==> config.mk <==
export PLATFORM = sky130hd
export DESIGN_NAME = neureka_infeat_buffer_loader
export DESIGN_NICKNAME = d
export VERILOG_FILES = /design/src/rtl/neureka_infeat_buffer_loader.sv
export SDC_FILE = /design/constraint.sdc
export NUM_CORES = 1
export LEC_CHECK = 0
export ABC_AREA = 1
export CAP_MARGIN = 20
export CORE_MARGIN = 2
export CORE_UTILIZATION = 30
export CTS_CLUSTER_DIAMETER = 100
export DETAILED_ROUTE_END_ITERATION = 8
export RECOVER_POWER = 50
export SYNTH_ARGS = -nofsm -noshare
export SYNTH_HDL_FRONTEND = slang
export SYNTH_SLANG_ARGS = --single-unit
==> constraint.sdc <==
create_clock -name clk_i -period 2.3 [get_ports clk_i]
set_input_delay 0.46 -clock clk_i [delete_from_list [all_inputs] [get_ports clk_i]]
set_output_delay 0.46 -clock clk_i [all_outputs]
set_load 0.02 [all_outputs]
==> src/rtl/neureka_infeat_buffer_loader.sv <==
// Write-side sequencer for the input-feature buffer SCM: streams words into
// addresses 0..count-1, inserting zero words for padded slots, with optional broadcast clear.
`timescale 1ns/1ps
module neureka_infeat_buffer_loader #(
    parameter int ADDR_WIDTH = 6,
    parameter int DATA_WIDTH = 128,
    parameter int NUM_WORDS  = 64
) (
    input  logic                  clk_i,
    input  logic                  rst_ni,
    input  logic                  clear_i,
    input  logic                  start_i,
    input  logic [ADDR_WIDTH:0]   num_words_i,
    input  logic [NUM_WORDS-1:0]  pad_mask_i,
    input  logic                  zero_init_i,
    input  logic                  load_valid_i,
    input  logic [DATA_WIDTH-1:0] load_data_i,
    output logic                  load_ready_o,
    output logic                  buf_clear_o,
    output logic                  buf_we_o,
    output logic                  buf_we_all_o,
    output logic [ADDR_WIDTH-1:0] buf_waddr_o,
    output logic [DATA_WIDTH-1:0] buf_wdata_o,
    output logic                  busy_o,
    output logic                  done_o
);
    typedef enum logic [1:0] {IDLE, LOAD, DONE} state_t;

    localparam logic [ADDR_WIDTH:0]  MAX_COUNT = (ADDR_WIDTH+1)'(NUM_WORDS);
    localparam logic [NUM_WORDS-1:0] PAD_BIT0  = NUM_WORDS'(1);

    state_t                state_reg;
    logic [ADDR_WIDTH-1:0] idx_reg;
    logic [ADDR_WIDTH:0]   count_reg;
    logic [NUM_WORDS-1:0]  pad_reg;
    logic                  buf_clear_reg;
    logic                  buf_we_reg;
    logic                  buf_we_all_reg;
    logic [ADDR_WIDTH-1:0] buf_waddr_reg;
    logic [DATA_WIDTH-1:0] buf_wdata_reg;

    logic                  pad_cur;
    logic                  wr_event;
    logic                  last_word;
    logic [ADDR_WIDTH:0]   start_count;

    assign pad_cur      = |(pad_reg & (PAD_BIT0 << idx_reg));
    assign load_ready_o = (state_reg == LOAD) && !pad_cur;
    // Padded slots write unconditionally; real slots wait for a stream beat.
    assign wr_event     = (state_reg == LOAD) && (pad_cur || load_valid_i);
    assign last_word    = ({1'b0, idx_reg} == (count_reg - (ADDR_WIDTH+1)'(1)));
    assign start_count  = (num_words_i > MAX_COUNT) ? MAX_COUNT : num_words_i;

    always_ff @(posedge clk_i or negedge rst_ni) begin
        if (!rst_ni) begin
            state_reg      <= IDLE;
            idx_reg        <= '0;
            count_reg      <= '0;
            pad_reg        <= '0;
            buf_clear_reg  <= 1'b0;
            buf_we_reg     <= 1'b0;
            buf_we_all_reg <= 1'b0;
            buf_waddr_reg  <= '0;
            buf_wdata_reg  <= '0;
        end else begin
            buf_clear_reg  <= 1'b0;
            buf_we_reg     <= 1'b0;
            buf_we_all_reg <= 1'b0;
            if (clear_i) begin
                state_reg     <= IDLE;
                idx_reg       <= '0;
                buf_clear_reg <= 1'b1;
            end else begin
                case (state_reg)
                    IDLE: begin
                        if (start_i) begin
                            count_reg <= start_count;
                            pad_reg   <= pad_mask_i;
                            idx_reg   <= '0;
                            state_reg <= (start_count == '0) ? DONE : LOAD;
                            if (zero_init_i) begin
                                buf_we_all_reg <= 1'b1;
                                buf_wdata_reg  <= '0;
                            end
                        end
                    end
                    LOAD: begin
                        if (wr_event) begin
                            buf_we_reg    <= 1'b1;
                            buf_waddr_reg <= idx_reg;
                            buf_wdata_reg <= pad_cur ? '0 : load_data_i;
                            idx_reg       <= idx_reg + ADDR_WIDTH'(1);
                            if (last_word) begin
                                state_reg <= DONE;
                            end
                        end
                    end
                    DONE:    state_reg <= IDLE;
                    default: state_reg <= IDLE;
                endcase
            end
        end
    end

    assign buf_clear_o  = buf_clear_reg;
    assign buf_we_o     = buf_we_reg;
    assign buf_we_all_o = buf_we_all_reg;
    assign buf_waddr_o  = buf_waddr_reg;
    assign buf_wdata_o  = buf_wdata_reg;
    assign busy_o       = (state_reg != IDLE);
    assign done_o       = (state_reg == DONE);
endmodule
* Word-level counts from Yosys, hierarchy flattened
Cells that the tools add are included.
Storage, ports and cells: word-level logic and storage cells 63, input port bits 205, bits in registers 216, output and inout bits 140
Operators by class: eq/ne operators 9, magnitude comparators 1, $add $sub $neg 2, reductions and logical operators 15, muxes and demuxes 24, shift-type cells 1, bitwise logic cells 2
Operators with widths (count):
- $mux W128 | 4
- $pmux W128 S2 | 1
- $and A64 B64 Y64 | 1
- $reduce_or A64 Y1 | 1
- $shl A1 B6 Y64 const A | 1
- $mux W6 | 3
- $pmux W6 S2 | 1
- $reduce_and A3 Y1 | 4
- $mux W2 | 5
- $ne A3 B3 Y1 const B | 3
- $mux W1 | 8
- $eq A6 B7 Y1 | 1
- $gt A7 B7 Y1 const B | 1
- $logic_not A7 Y1 | 1
- $mux W7 | 1
- $sub A7 B1 Y7 const B | 1
- $add A6 B1 Y6 const B | 1
- $ne A2 B2 Y1 const B | 3
- $reduce_and A5 Y1 | 1
- $pmux W2 S2 | 1
- $reduce_bool A2 Y1 | 2
- $reduce_bool A3 Y1 | 1
- $eq A2 B1 Y1 const B | 1
- $eq A2 B2 Y1 const B | 1
- other kinds (5) | 6

* Depth between registers and ports, before layout
Gate-level depths: netlist of run 1.
depth after elaboration 8, depth in mapped cells 18, depth with buffers taken out 17

* Worst setup path before layout of run 1
OpenSTA, ideal clock, no wires.
path kind reg2out, from register idx_reg[0], to output port load_ready_o, arrival 2.008 ns, setup slack -0.168 ns, path buffers 2, cell stages (with the launch flop) 12, data required time 1.840 ns, path through dfrtp_1 ha_1 ha_1 clkbuf_1 nand4_1 nand2_1 nor2_1 nand3_1 nor2_1 nand2_1 a21boi_2 buf_1
Between the ends: longest elaborated chain between the ends 5
RTL lines:
- start: declaration | line 33 | logic [ADDR_WIDTH-1:0] idx_reg;
- start signal: assignment | line 92 | idx_reg <= idx_reg + ADDR_WIDTH'(1);
- $shl A1 B6 Y64 | line 47 | assign pad_cur = |(pad_reg & (PAD_BIT0 << idx_reg));
- $and A64 B64 Y64 | line 47
- $reduce_or A64 Y1 | line 47
- $logic_not A1 Y1 | line 48 | assign load_ready_o = (state_reg == LOAD) && !pad_cur;
- $logic_and A1 B1 Y1 | line 48
- end: declaration | line 18 | output logic load_ready_o,
Every way passes these cells.

* Final worst setup path of run 1
from register idx_reg[1], to output port load_ready_o
Same word-level chain as after synthesis.

==> results summary, run 1 <==
The path class of the lowest-slack min-delay path is input pin to flop. After synthesis the cells add up to between 0.009 and 0.01 mm2. The all-layer global routing usage is approximately a fifth. The number of H-tree levels is 1.

The via density per instance is 4.777. The detailed-router iteration count before antenna repair is 5. The clock latency on the worst-skew pair is approximately 530 ps. The instance count of the mapped netlist is 1167. For this block, the initial DRC count from the detailed router was 679.

The sequential cell area in the final layout came out at 0.005409 mm2. After detailed placement, the design holds a cell count of 1926. Between clock sinks in the finished design, the worst skew comes to 14.02 ps. The total vias in the final route came out at around 9700. The count of cell types in the netlist came out at 25.

The congestion estimate from routability-driven global placement came to around 0.85. The via count of the first global-routing pass came to between 9000 and 10000. The number of placement rows came out at 66. The final max-slew violation count came to 0. The post-route standard cell area excluding fillers came out at 0.01599 mm2. STA classifies the critical path endpoint as an output pin. The HPWL after detailed placement is between 20 and 25 mm. The startpoint identified for the worst register-to-register timing path is idx_reg[1]. The worst-case clock buffer depth is 3. The analysis attributes to cell leakage a power of 7.734 nW.

The remaining design rule violation count came out at 0. For this run, the share of the core covered by cells in the final layout is 49.41%. The number of buffers inserted during clock tree synthesis came out at 26.

The post-synthesis average cell area came out at ~8.4 um2. The number of fillers in the final layout came out at 3067. The clock net sink count is 216. The startpoint identified for the worst hold timing path is pad_mask_i[49].

The number of warning messages in the yosys log came out at 0. The kind of start point of the critical path is a flop. The effective utilization at floorplan is 30.23%. Port buffering added approximately 340 buffers. The number of nets in the synthesized netlist is 1379.

Once placement finished, the instance area stood at ~0.014 mm2. After global routing the overflow that remains totals 0. The area occupied by multi-input gates is between 0.003 and 0.004 mm2. The core region is 0.03237 mm2. The top cell type by area accounts for 55.23% of the synthesized area. The type of the worst setup path is flop to output pin. The largest area contributor in the netlist is sky130_fd_sc_hd__dfrtp_1. The register with the most flip-flops in the layout has 128 of them. The number of nets still failing antenna checks after routing is 0. The share of cells above drive strength 1 came out at between 10% and 20%.

The checks that failed: setup timing. Synthesis inferred 216 register bits. The horizontal die dimension is 184.6 um.

Setup repair after global routing could not meet its margin everywhere. Measured against its own limit, the worst slew margin works out to 34.86%. The max-cap check violation count came out at 0. The launch point of the worst path is idx_reg[1].

The total die area came out at 0.03408 mm2. The critical path arrival came out at roughly 2400 ps. The top cell types in the final layout, fill and taps aside, are sky130_fd_sc_hd__nand2_1, sky130_fd_sc_hd__clkdlybuf4s50_1, sky130_fd_sc_hd__nand3_1.

The count of nets after finishing is 1771. The setup-violating endpoint count in the final report came out at around 140. The initial antenna violation count came out at 1.

The highest fanout seen on the critical path came out at 8. The die is approximately 180 um tall. The most common library cell in the layout ignoring fill and taps is sky130_fd_sc_hd__nand2_1. For this design the ratio of total power to cell area is 1309 mW/mm2. The sequential element share of the synthesized area is 55.23%. The highest ir drop seen on vdd came out at 0.5502 mV. The setup check on the worst reg-to-reg path leaves a slack of -310 ps. The CTS tree is yes.

The worst-margin pin slew is 977.1 ps. The number of ports placed on the die boundary is 345. Based on the critical path, the design can be clocked at up to around 0.35 GHz. Clock-pin slew was measured on the worst setup and hold paths at 60 ps.

The wire length reported by the detailed router is 36.98 mm. The required time of the critical path is 1840 ps. The cell at the root of the clock tree is sky130_fd_sc_hd__clkbuf_16. The run finished, with violations left. The number of endpoints with negative hold slack in the final report is 0. After synthesis, the cell types taking the most area are sky130_fd_sc_hd__dfrtp_1, sky130_fd_sc_hd__nand3_1, sky130_fd_sc_hd__nand2_1. Entering global routing, the biggest net connects 68 pins. The synthesis-to-layout area growth came out at 63.42%. The minimum clock period is ~2800 ps. The setup slack after layout came out at -525.8 ps. The number of non-filler instances in the completed layout is 2022.

In the final routed layout, each cell accounts on average for about 18 um. The first global-routing pass estimated 55.45 mm of wire. The portion of the clock cycle consumed by the worst path in the final layout is 122.9%. The final total negative setup slack is -34770 ps.
==> cell type report <==
class                           count  area share (%)
Multi-Input combinational cell    828           24.98
Clock inverter                      7          0.8449
Antenna cell                        1         0.01565
Timing Repair Buffer              450           30.90
Clock buffer                       41           5.116
Inverter                           37          0.8683
Sequential cell                   216           33.82
Tap cell                          442           3.458
==> timing repair <==
action,4_1_cts,5_1_grt
setup endpoints to repair,144,144
pin swaps,6,6
hold buffers,1,0
resized for setup,83,19
hold endpoints to repair,57,0
setup buffers,13,13
gates cloned,20,2
==> layer usage <==
metal  wire [um]  GRT usage (%)  vias up
li1            -              -     4628
met1       16040          28.16     4634
met2       17430          34.36      340
met3        2524          3.754       57
met4         984          5.968        0
met5           0              0        -
==> synthesized netlist by cell type <==
library cell and n:
sky130_fd_sc_hd__nand2_1 387, sky130_fd_sc_hd__nand3_1 297, sky130_fd_sc_hd__dfrtp_1 216, sky130_fd_sc_hd__nor2_1 54
sky130_fd_sc_hd__inv_1 34, sky130_fd_sc_hd__nand4_1 34, sky130_fd_sc_hd__buf_2 33, sky130_fd_sc_hd__clkbuf_1 29
sky130_fd_sc_hd__o21ai_0 19, sky130_fd_sc_hd__buf_6 12, sky130_fd_sc_hd__buf_4 10, sky130_fd_sc_hd__xor2_1 9
sky130_fd_sc_hd__ha_1 7, sky130_fd_sc_hd__a21oi_1 5, sky130_fd_sc_hd__nor2_2 4, sky130_fd_sc_hd__nand2_2 3
sky130_fd_sc_hd__buf_1 2, sky130_fd_sc_hd__inv_2 2, sky130_fd_sc_hd__nor3_1 2, sky130_fd_sc_hd__o22ai_1 2
sky130_fd_sc_hd__xnor2_1 2, sky130_fd_sc_hd__a21boi_2 1, sky130_fd_sc_hd__clkinv_1 1, sky130_fd_sc_hd__nand3b_1 1
sky130_fd_sc_hd__o21a_1 1
==> critical path, cell delays in order, from the launching register on <==
cell	delay, ps
sky130_fd_sc_hd__dfrtp_2	450
sky130_fd_sc_hd__ha_4	200
sky130_fd_sc_hd__ha_4	190
sky130_fd_sc_hd__nand4_1	100
sky130_fd_sc_hd__nand2_1	50
sky130_fd_sc_hd__nor2_1	100
sky130_fd_sc_hd__nand3_1	120
sky130_fd_sc_hd__nor2_2	140
sky130_fd_sc_hd__nand2_2	90
sky130_fd_sc_hd__a21boi_4	250
sky130_fd_sc_hd__buf_6	150
==> stage by stage <==
step,hold WS [ps],worst slack (ps),total power [mW]
6_report,465.1,-525.8,20.93
3_5_place_dp,464.4,-662.0,14.50
5_1_grt,462.0,-645.6,22.11
2_1_floorplan,164.4,44.18,10.55
4_1_cts,438.2,-517.2,20.85
3_3_place_gp,459.4,-613.8,14.41
==> final timing paths <==
check                             endpoint  depth (start not counted)
setup / recovery              load_ready_o                         10
max in group asynchronous  buf_wdata_o[12]                          3
min in group asynchronous      pad_reg[20]                          2
hold / removal                 pad_reg[49]                          3
setup reg to reg           buf_wdata_o[52]                         16
hold reg to reg                pad_reg[42]                          2
==> kinds of logic after synthesis <==
| group | Yosys count | share of synthesized area, % |
|---|---|---|
| xor+xnor | 11 | 0.9845 |
| simple gates | 782 | 34.90 |
| flops | 216 | 55.23 |
| compound gates | 28 | 1.547 |
| buf+inv | 123 | 6.443 |
| fa+ha+maj | 7 | 0.8949 |
==> where the power goes <==
group | leakage (nW) | internal (mW) | switching, mW | total [mW]
registers | 2.85 | 5.53 | 1.05 | 6.58
clock network | 0.472 | 2.87 | 1.64 | 4.51
logic | 4.41 | 4.79 | 5.05 | 9.83
Power figures use the tool's default switching activity.
==> run 2: changes to the inputs <==
- SKIP_LAST_GASP: default -> 1
==> results summary, run 2 (synthesized netlist as in run 1, its figures left out) <==
The slowest stage cell on the critical path is sky130_fd_sc_hd__dfrtp_2. The destination of the worst register-to-register timing path is buf_wdata_o[95]. The antenna cell count is 0. The clock net sink count came out at 216.

The final core area utilization came out at 49.08%. The switching share of power came out at 36.76%. STA puts the critical path data arrival time at 2370 ps. Setup repair after global routing could not meet its margin everywhere. The number of buffer and inverter stages on the critical path came out at 1.

The estimated wirelength of the detail-placed design came out at 23.09 mm. The max-cap check violation count came out at 0. The instance count along the most critical hold path is 3. The detailed-router iteration count before antenna repair came out at 5. The number of placement rows came out at between 60 and 70. The most common library cell in the layout ignoring fill and taps is sky130_fd_sc_hd__nand2_1. The wire length of the first global-routing pass is 55.37 mm. The floorplan step set the die height to 184.6 um. The register with the most flip-flops in the layout has between 100 and 150 of them. The number of nets still failing antenna checks after routing is 0. The worst-margin pin slew came out at 973.5 ps. The die covers ~0.034 mm2.

The final layout contains 1768 nets. For the worst-skew pair, the clock arrives at the later sink with an insertion delay of ~530 ps. The path depth of the worst reg2reg path is 16. The path class of the tightest hold or removal check is input pin to flop. For this run, the top clock speed supported by timing is 0.3538 GHz. The via count of the first global-routing pass is 9656.

In the final routed layout, each cell accounts on average for 18.02 um. The critical register-to-register path startpoint is idx_reg[1]. Entering global routing, the biggest net connects 68 pins. The worst clock skew is 11.86 ps.

The design internal power is 13.19 mW. The final max-slew violation count came out at 0. The worst slack after detailed placement is -662.0 ps. The critical path capture point type is an output pin.

The via density per instance came out at 4.780. The number of ports placed on the die boundary came out at 345. The CTS tree is yes. In the final layout, the share of cells above drive strength 1 is 11.80%. The setup-violating endpoint count in the final report came out at 142. The total vias in the final route came out at 9647. The all-layer global routing usage is 20.85%. The portion of the clock cycle consumed by the worst path in the final layout came out at 122.9%. Traced cell by cell, the critical path runs through ha_4 > ha_4 > nand4_1 > nand2_1 > nor2_1 > nand3_1 > nor2_2 > nand2_2 > a21boi_4 > buf_6. The switching power came out at 7.664 mW.

The flop-to-flop setup slack is -310 ps. The initial antenna violation count is 0. In this run the standard cell core region covers ~0.032 mm2. By instance count, the cell type seen most on the critical path is sky130_fd_sc_hd__ha_4. The routed design could run at a clock period as short as 2826 ps.

Among cell families on the critical path, the largest total delay comes from simple AND/OR/NAND/NOR gates. The clock network power share came out at 21.6%. The kind of start point of the critical path is a flop. The part of the power in registers came out at 31.6%.

After the first detailed-routing iteration, the DRC count stood at between 600 and 700. In the layout the commonest cells are sky130_fd_sc_hd__nand2_1, sky130_fd_sc_hd__clkdlybuf4s50_1, sky130_fd_sc_hd__nand3_1. The startpoint identified for the worst hold timing path is pad_mask_i[49]. The type of the worst setup path is flop to output pin. In the routed design, unresolved DRC markers number 0.

The share of total power dissipated in combinational logic is 46.8%. The biggest cell delay along the critical path came out at 450 ps. In this run the power density over the cells is around 1300 mW/mm2. Headroom to the max-slew limit came out at 35.10%.

The analysis attributes to cell leakage a power of between 7 and 8 nW. The setup slack after layout is -526.3 ps. The worst hold path terminates at pad_reg[49].

The quantity of I/O buffers inserted on ports came out at 344. The highest ir drop seen on vdd is 0.5567 mV. CTS built an H-tree with a depth of 1. The highest fanout seen on the critical path is 8. The effective utilization at floorplan is 30.23%. The clock edge transition at the registers on the reported setup and hold paths came out at 60 ps. For this run the aggregate overflow at the end of global routing stands at 0. The checks that failed: setup timing. The run finished, with violations left. Clock tree synthesis inserted a total of 26 buffers. Tracing the worst setup path back leads to its startpoint at idx_reg[1].

The number of endpoints with negative hold slack in the final report came out at 0. The number of fillers in the final layout came out at 3065. The routability-driven placement congestion ratio came out at 0.8461.

After detailed routing, the total wire length is ~36 mm. The cell at the root of the clock tree is sky130_fd_sc_hd__clkbuf_16. The area growth from synthesis to layout is 62.35%. The worst-case clock buffer depth came out at 3. The die is 184.6 um wide.

The required time of the critical path is 1840 ps.
[run 2: worst max path at each step]
| stage | endpoint | slack (ps) | cells past startpoint |
|---|---|---|---|
| 2_1_floorplan | load_ready_o | 40 | 11 |
| 3_3_place_gp | load_ready_o | -610 | 10 |
| 3_5_place_dp | load_ready_o | -660 | 10 |
| 4_1_cts | load_ready_o | -520 | 10 |
| 5_1_grt | load_ready_o | -650 | 10 |
| 6_report | load_ready_o | -530 | 10 |
[run 2: power groups by stage]
| stage | Combinational (mW) | Clock [mW] | Sequential [mW] |
|---|---|---|---|
| floorplan | 2.79 | 0 | 7.76 |
| global placement | 7.84 | 0 | 6.58 |
| detailed placement | 7.89 | 0 | 6.61 |
| CTS | 9.63 | 4.63 | 6.58 |
| global route | 10.5 | 4.77 | 6.79 |
| finish | 9.76 | 4.51 | 6.58 |
[run 2: cell type report]
type                    instances  area (um2)  area share (%)
well taps                     442       553.0           3.481
flip-flops and latches        216        5409           34.04
multi-input cells             828        3934           24.76
clock buffers                  41       818.3           5.150
inverters                      37       138.9          0.8741
clock inverters                 7       135.1          0.8505
repair buffers                447        4901           30.84
[run 2: per-stage QoR]
stage / setup TNS, ps / power [mW] / hold WS [ps] / instances / cell area [um2]
2_1_floorplan: 0 / 10.55 / 164.4 / 1167 / 9791
3_3_place_gp: -61850 / 14.41 / 459.4 / 1926 / 13930
3_5_place_dp: -70110 / 14.50 / 464.4 / 1926 / 13930
4_1_cts: -32490 / 20.84 / 438.2 / 2008 / 15840
5_1_grt: -58150 / 22.05 / 460.3 / 2018 / 15890
6_report: -36410 / 20.85 / 466.1 / 2018 / 15890
[run 2: what timing repair did]
| item | CTS | global route |
|---|---|---|
| gates resized for setup | 70 | 8 |
| setup buffers | 13 | 11 |
| hold endpoints to repair | 57 | 0 |
| gates cloned | 20 | 1 |
| setup endpoints to repair | 144 | 144 |
| pin swaps | 6 | 4 |
| hold buffers | 1 | 0 |
[run 2: worst reg2reg max path, cell delays in order (launching register included)]
cell and delay (ps):
sky130_fd_sc_hd__dfrtp_2 450, sky130_fd_sc_hd__ha_4 200, sky130_fd_sc_hd__ha_4 190, sky130_fd_sc_hd__nand4_1 100, sky130_fd_sc_hd__nand2_1 50, sky130_fd_sc_hd__nor2_1 100, sky130_fd_sc_hd__nand3_1 120, sky130_fd_sc_hd__nor2_2 150
sky130_fd_sc_hd__nand2_2 90, sky130_fd_sc_hd__a21boi_4 250, sky130_fd_sc_hd__buf_4 160, sky130_fd_sc_hd__buf_6 120, sky130_fd_sc_hd__buf_12 140, sky130_fd_sc_hd__buf_8 130, sky130_fd_sc_hd__clkbuf_16 160, sky130_fd_sc_hd__nand3_1 100
sky130_fd_sc_hd__nand2_1 70
[run 2: per-layer routing]
| layer | global-route usage (%) | vias to the layer above | wire, um | part of all wire, % |
|---|---|---|---|---|
| li1 | - | 4630 | - | - |
| met4 | 5.873 | 0 | 1008 | 2.8 |
| met1 | 27.99 | 4627 | 15870 | 44 |
| met3 | 3.991 | 62 | 2369 | 6.5 |
| met2 | 34.33 | 328 | 17110 | 47 |
| met5 | 0 | - | 0 | 0 |
